==> config.mk <==
export PLATFORM = sky130hd
export DESIGN_NAME = clkdiv_prog
export DESIGN_NICKNAME = d
export VERILOG_FILES = /design/src/rtl/clkdiv_prog.sv
export SDC_FILE = /design/constraint.sdc
export NUM_CORES = 1
export LEC_CHECK = 0
export CORE_ASPECT_RATIO = 0.8
export CORE_MARGIN = 1.5
export CORE_UTILIZATION = 38
export DETAILED_ROUTE_END_ITERATION = 10
export PLACE_DENSITY = 0.69
export SYNTH_ARGS = -nofsm -noshare
export SYNTH_HDL_FRONTEND = slang
export SYNTH_SLANG_ARGS = --single-unit
==> constraint.sdc <==
create_clock -name clkin -period 2.7 [get_ports clkin]
set_input_delay 0.54 -clock clkin [delete_from_list [all_inputs] [get_ports clkin]]
set_output_delay 0.54 -clock clkin [all_outputs]
set_load 0.01 [all_outputs]
==> src/rtl/clkdiv_prog.sv <==
// Runtime-programmable clock divider / tick generator with pulse and square outputs.
// Optional `CLKDIV_SYNC_CLR_EN adds a synchronous phase-clear input (sync_clr).
module clkdiv_prog #(
  parameter int unsigned WIDTH     = 12,
  parameter int unsigned DIV_RESET = 2500
) (
  input  logic             clkin,
  input  logic             reset,
  input  logic             enable,
  input  logic             mode,
  input  logic             div_wr,
  input  logic [WIDTH-1:0] div_in,
`ifdef CLKDIV_SYNC_CLR_EN
  input  logic             sync_clr,
`endif
  output logic [WIDTH-1:0] div_cur,
  output logic             clkout,
  output logic             tc,
  output logic             div_err
);

  typedef enum logic {
    MODE_PULSE  = 1'b0,
    MODE_SQUARE = 1'b1
  } mode_e;

  localparam logic [WIDTH-1:0] DIV_RST = WIDTH'(DIV_RESET);
  localparam logic [WIDTH-1:0] ONE     = WIDTH'(1);
  localparam logic [WIDTH-1:0] TWO     = WIDTH'(2);
  localparam logic [WIDTH:0]   ONE_X   = (WIDTH+1)'(1);

  logic [WIDTH-1:0] count_q, count_d;
  logic [WIDTH-1:0] div_q, div_d;
  logic [WIDTH-1:0] pend_q, pend_d;
  logic             pend_v_q, pend_v_d;
  mode_e            mode_q, mode_d;
  logic             clkout_q, clkout_d;
  logic             tc_q, tc_d;
  logic             err_q, err_d;

  logic             clr;
  logic             wr_ok;
  logic             wrap;
  logic [WIDTH-1:0] next_div;
  logic [WIDTH:0]   half;

`ifdef CLKDIV_SYNC_CLR_EN
  assign clr = sync_clr;
`else
  assign clr = 1'b0;
`endif

  always_comb begin
    wr_ok    = div_wr && (div_in >= TWO);
    wrap     = enable && (count_q == (div_q - ONE));
    // A valid write landing on the boundary edge takes priority over the pending one
    next_div = wr_ok ? div_in : (pend_v_q ? pend_q : div_q);
    half     = ({1'b0, div_q} + ONE_X) >> 1;

    count_d  = count_q;
    div_d    = div_q;
    pend_d   = wr_ok ? div_in : pend_q;
    pend_v_d = pend_v_q | wr_ok;
    mode_d   = mode_q;
    tc_d     = 1'b0;
    err_d    = div_wr && (div_in < TWO);
    clkout_d = (mode_q == MODE_SQUARE) ? clkout_q : 1'b0;

    if (clr) begin
      count_d  = '0;
      div_d    = next_div;
      pend_v_d = 1'b0;
      mode_d   = mode_e'(mode);
      clkout_d = 1'b0;
    end else if (wrap) begin
      count_d  = '0;
      div_d    = next_div;
      pend_v_d = 1'b0;
      mode_d   = mode_e'(mode);
      tc_d     = 1'b1;
      // Both modes are high in the count==0 cycle
      clkout_d = 1'b1;
    end else if (enable) begin
      count_d  = count_q + ONE;
      clkout_d = (mode_q == MODE_SQUARE) && (({1'b0, count_q} + ONE_X) < half);
    end
  end

  always_ff @(posedge clkin or posedge reset) begin
    if (reset) begin
      count_q  <= '0;
      div_q    <= DIV_RST;
      pend_q   <= '0;
      pend_v_q <= 1'b0;
      mode_q   <= MODE_PULSE;
      clkout_q <= 1'b0;
      tc_q     <= 1'b0;
      err_q    <= 1'b0;
    end else begin
      count_q  <= count_d;
      div_q    <= div_d;
      pend_q   <= pend_d;
      pend_v_q <= pend_v_d;
      mode_q   <= mode_d;
      clkout_q <= clkout_d;
      tc_q     <= tc_d;
      err_q    <= err_d;
    end
  end

  assign div_cur = div_q;
  assign clkout  = clkout_q;
  assign tc      = tc_q;
  assign div_err = err_q;

endmodule

==> metrics, run 1 <==
Worst setup EP type flip-flop; Hold Path End pend_q[10]$_DFFE_PP0P_; hold depth 1; core area 0.00689 mm²; Layout area overhead 25.4%; Worst Path Required 2.89 ns; drt pass-1 iters 4; Final Net Count 328; CTS buffer count 5; ant diodes 0; Remaining DRCs 0; H-tree levels 2; Post-synth EDFFs 0; synthesized flop and latch total 41; fill cell count 650; fmax 0.374 GHz; Hold Fails Final Rpt 0; fin cells 385; Final Setup Violations 0; clk sinks 41; Power Dens Cells 516 mW/mm²; die height 78.6 µm; commonest cells after routing, fill and taps aside 36 x dfrtp_1, 31 x clkdlybuf4s50_1, 24 x xnor2_1; share of cells above drive strength 1 28.2%; Starting Density 39.4%; setup_tns 0 ns; Ports 32; drt initial violations 103; synth warn 0; gr usage total 17.4%; wire per inst 16.1 µm; flop-to-flop setup slack 0.03 ns; Post-DRT Antenna Nets 0; Worst-path clk slew 0.08 ns; hold path start pend_q[10]$_DFFE_PP0P_; kind of critical path flip-flop to flip-flop; worst slew pin tran 0.536 ns; status completed; Die Width 97.5 µm; Post-DP HPWL 4530 µm; syn nets 280; Post-Syn Area 0.00271 mm²; GRT overflow 0; HP Class flip-flop to flip-flop; Worst R2R End div_cur[5]$_DFFE_PP0P_; Max-slew headroom 64.3%; register area share after synthesis 38.0%; Die ar. 0.00766 mm²; Root Driver clkbuf_8; routability-driven placement congestion ratio 0.863; DR vias/cell 5.34; Max Cap Viol 0; Post-CTS Hold Buffers 0; Vias 2054; initial antenna violation count 0; ys async rst share 100%; Worst Clk Skew 0.00912 ns; R2R cell count 7; Post-Syn Area per Cell 10.9 µm²; Clk Latency, worst-skew pair 0.30 ns; Post-CTS Setup Repair Bufs 0; clock buffer depth 2; CP startpoint kind flip-flop; Placed Instances 377; site row count 27; CTS tree yes; number of distinct library cells after synthesis 48; Lkg Pwr 1.43 nW; largest net degree at the start of global routing 42; RSZ-0062 raised after global routing yes; crit-path max FO 12; PortBufs 31; Max rail drop VDD 0.249 mV; critical path data arrival time 2.86 ns; Detailed Route WL 6200 µm; worst r2r src div_cur[5]$_DFFE_PP0P_; Syn Inst Count 249; vias in the first global route 2042; final worst-path cycle share 99.0%; final count of pins violating max slew 0; main flop type after synthesis dfrtp_1; first-pass GRT wire length 10500 µm; most common cell after layout, fill and taps aside dfrtp_1; Tmin final 2.67 ns
-- through the flow --
stage	instance area (µm²)	hold WS (ns)	util [%]	power, W	setup slack (ns)
6_report	3400	0.504	49.4	0.00175	0.0260
2_1_floorplan	2720	0.468	-	0.00109	-0.174
4_1_cts	3350	0.505	48.5	0.00176	-0.00350
3_3_place_gp	3220	0.485	46.7	0.00122	-0.0181
3_5_place_dp	3220	0.487	46.7	0.00123	-0.0410
5_1_grt	3400	0.521	49.4	0.00186	-0.0779
-- registers in the layout, indices dropped and copies added, names as in the netlist --
signal,count
div_err,1
count_q,12
mode_q,1
pend_q,12
tc,1
clkout,1
pend_v_q,1
div_cur,12
-- cells in the mapped netlist (8+ instances only) --
library cell   n  area, µm²
a22o_1         8       70.1
buf_6          8       90.1
dfrtp_1       36        901
ha_1          14        175
mux2_2        16        180
mux2_4        10        150
nand2_1       12       45.0
nand3_1       16       80.1
nor2_1        16       60.1
xnor2_1       24        210
xor2_1        13        114
-- repair_timing --
action / in CTS / in global routing
hold endpoints to repair: 0 / 0
resized for setup: 3 / 13
pin swaps: 1 / 3
endpoints found under the setup margin: 9 / 27
-- kinds of logic after synthesis --
family          count (synthesis)  synth area share, %
fa+ha+maj                      14                 6.45
buf+inv                        22                 5.62
mux                            26                 12.2
flops                          41                 38.0
compound gates                 32                 9.31
xor+xnor                       37                 11.9
simple gates                   77                 16.5
-- report_power, final --
group | internal [W] | switching [W] | leakage, nW
sequential | 0.000670 | 0.0000489 | 0.510
combinational | 0.000253 | 0.000253 | 0.857
clock | 0.000302 | 0.000226 | 0.0585
-- area by class of cell --
type / count / area (µm²) / share of cell area, %
Clock buffer: 7 / 86.3 / 2.54
Clock inverter: 1 / 30.0 / 0.883
Inverter: 7 / 26.3 / 0.772
Multi-Input combinational cell: 186 / 1590 / 46.8
Sequential cell: 41 / 1030 / 30.3
Tap cell: 87 / 109 / 3.20
Timing Repair Buffer: 56 / 527 / 15.5
-- worst max-delay path, stage by stage (launching register included) --
cell and delay (ns):
dfrtp_1 0.39, or3b_4 0.40, or4_4 0.50, a2111oi_4 0.39
nand4_4 0.16, nor4_4 0.21, buf_12 0.20, mux2_4 0.31
-- layer usage --
| layer | track usage [%] | up-vias | part of all wire (%) |
|---|---|---|---|
| li1 | - | 976 | - |
| met1 | 24.8 | 1035 | 50 |
| met2 | 26.1 | 37 | 44 |
| met3 | 2.94 | 6 | 3.5 |
| met4 | 7.29 | 0 | 1.6 |
| met5 | 0 | - | 0 |
-- how the worst max path moves through the flow --
stage | from | to | slack, ns | depth (start not counted)
4_1_cts | div_cur[0]$_DFFE_PP0P_ | clkout$_DFFE_PP0P_ | -0.003 | 13
2_1_floorplan | div_cur[5]$_DFFE_PP0P_ | div_cur[0]$_DFFE_PP0P_ | -0.17 | 8
5_1_grt | div_cur[5]$_DFFE_PP0P_ | div_cur[5]$_DFFE_PP0P_ | -0.08 | 7
3_3_place_gp | div_cur[5]$_DFFE_PP0P_ | div_cur[10]$_DFFE_PP0P_ | -0.02 | 8
6_report | div_cur[5]$_DFFE_PP0P_ | div_cur[5]$_DFFE_PP0P_ | 0.03 | 7
3_5_place_dp | div_cur[5]$_DFFE_PP0P_ | div_cur[10]$_DFFE_PP0P_ | -0.04 | 7
No activity file was read; power rests on OpenSTA's default activity.
==> inputs of run 2 (changes only) <==
- CORE_UTILIZATION: 38 -> 50
- GPL_TIMING_DRIVEN: unset -> 0
- PLACE_DENSITY: 0.69 -> 0.84
==> run 2 against run 1 <==
The flow now finishes with violations (DRC, setup timing). Routed wire length up 6.2%. Design area up 0.99%. Sequential share of layout area down 0.15 points. Core utilization up 18 points.
==> metrics, run 2 (synthesis gave the netlist of run 1 again) <==
DR vias/cell 5.78; sw power 0.000530 W; Worst Path Required 2.89 ns; worst r2r src div_cur[5]$_DFFE_PP0P_; most common cell after layout, fill and taps aside dfrtp_1; routability-driven placement congestion ratio 0.848; final count of pins violating max slew 0; Vias 2144; Detailed Route WL 6590 µm; clock buffer depth 2; hold path start pend_q[0]$_DFFE_PP0P_; GRT overflow 0; utilization after layout 67.1%; crit-path max FO 8; drt initial violations 151; fill cell count 385; Post-DRT Antenna Nets 0; Lkg Pwr 1.46 nW; H-tree levels 2; critical path data arrival time 3.10 ns; drt pass-1 iters 7; Max Cap Viol 0; sequential power share 45.2%; Hold Fails Final Rpt 0; initial antenna violation count 0; DP Area 0.00311 mm²; share of cells above drive strength 1 32.0%; wire per inst 17.8 µm; HP Class flip-flop to flip-flop; kind of critical path flip-flop to flip-flop; failing checks DRC, setup timing; Post-DP HPWL 4390 µm; setup_tns -3.19 ns; core area 0.00512 mm²; fin cells 371; Hold Path End pend_q[0]$_DFFE_PP0P_; Tot Pwr 0.00165 W; switching share of total power 32.0%; Power Dens Cells 481 mW/mm²; flop-to-flop setup slack -0.21 ns; clk sinks 41; first-pass GRT wire length 10500 µm; CP startpoint kind flip-flop; vias in the first global route 2127; logic gate share of total power 30.4%; CTS buffer count 5; Placed Instances 342; status finished, violations left; Post-CTS Hold Buffers 0; Layout area overhead 26.6%; worst slew pin tran 0.819 ns; ant diodes 0; gr usage total 23.5%; Reg area 0.00104 mm²; Clk pwr share 24.4%; Final Setup Violations 21; fin worst setup slack -0.211 ns; largest net degree at the start of global routing 42; Max-slew headroom 45.3%; die height 68.9 µm; site row count 23; Worst Clk Skew 0.00664 ns; RSZ-0062 raised after global routing yes; PortBufs 31; Max rail drop VDD 0.308 mV; Clk Latency, worst-skew pair 0.30 ns; multi-input combinational cell area 0.00159 mm²; Die Width 85.4 µm; design area 0.00344 mm²; Final Net Count 339; Root Driver clkbuf_8; Worst setup EP type flip-flop; final worst-path cycle share 108%; commonest cells after routing, fill and taps aside 32 x dfrtp_1, 31 x clkdlybuf4s50_1, 24 x xnor2_1; Tmin final 2.91 ns; Die ar. 0.00588 mm²; Pint 0.00112 W; R2R cell count 8; CTS tree yes; Starting Density 53.0%; Worst-path clk slew 0.08 ns; Remaining DRCs 2; hold depth 1; Ports 32; fmax 0.344 GHz; Worst R2R End div_cur[3]$_DFFE_PP0P_
-- run 2: cell count changes in the layout (fill, tap and decap cells not counted), sizes merged --
cell	previous run	this run
buf	25	34
clkbuf	7	9
bufinv	1	0
clkinvlp	0	1
-- run 2: power by group through the flow --
| stage | sequential, W | clock, W | combinational, W |
|---|---|---|---|
| 3_5_place_dp | 0.000731 | 0 | 0.000477 |
| 2_1_floorplan | 0.000718 | 0 | 0.000371 |
| 6_report | 0.000747 | 0.000404 | 0.000503 |
| 5_1_grt | 0.000759 | 0.000440 | 0.000564 |
| 3_3_place_gp | 0.000727 | 0 | 0.000461 |
| 4_1_cts | 0.000741 | 0.000405 | 0.000464 |
-- run 2: per-stage QoR --
stage / setup slack [ns] / hold WS [ns]
after floorplan: -0.174 / 0.468
after global placement: -0.285 / 0.480
after detailed placement: -0.293 / 0.485
after CTS: -0.179 / 0.503
after global routing: -0.288 / 0.518
final: -0.211 / 0.503
-- run 2: metal layers --
layer  vias up  share of wire [%]  GRT usage (%)
met5         -                  0              0
met4         0                2.0           9.48
met3        15                5.7           5.48
met2        61                 48           38.7
met1      1068                 45           30.4
li1       1000                  -              -
-- run 2: cell type report --
type	count	share of cell area, %
sequential	41	30.2
buffer	11	3.10
multi-input combinational	186	46.4
inverter	7	0.765
tap	62	2.26
clock inverter	1	0.218
timing repair buffer	56	14.9
clock buffer	7	2.22
-- run 2: how the worst max path moves through the flow --
stage                                      start                endpoint  slack, ns  cells past startpoint
after floorplan           div_cur[5]$_DFFE_PP0P_  div_cur[0]$_DFFE_PP0P_      -0.17                      8
after CTS                 div_cur[5]$_DFFE_PP0P_  div_cur[3]$_DFFE_PP0P_      -0.18                      8
after global placement    div_cur[5]$_DFFE_PP0P_  div_cur[0]$_DFFE_PP0P_      -0.28                      8
final                     div_cur[5]$_DFFE_PP0P_  div_cur[3]$_DFFE_PP0P_      -0.21                      8
after global routing      count_q[5]$_DFFE_PP0P_  div_cur[0]$_DFFE_PP0P_      -0.29                      8
after detailed placement  div_cur[5]$_DFFE_PP0P_  div_cur[3]$_DFFE_PP0P_      -0.29                      8
-- run 2: repair_timing --
item | in CTS | in global routing
buffers inserted | 5 | 18
gates resized for setup | 11 | 16
pin swaps | 2 | 6
cloned | 1 | 1
endpoints found under the setup margin | 23 | 28
-- run 2: critical path, cell delays in order, from the launching register on --
cell     delay (ns)
dfrtp_1        0.41
buf_4          0.18
or4_1          0.61
nor4b_2        0.36
xnor2_1        0.24
nand4_4        0.15
nor4_4         0.32
buf_6          0.20
mux2_4         0.30
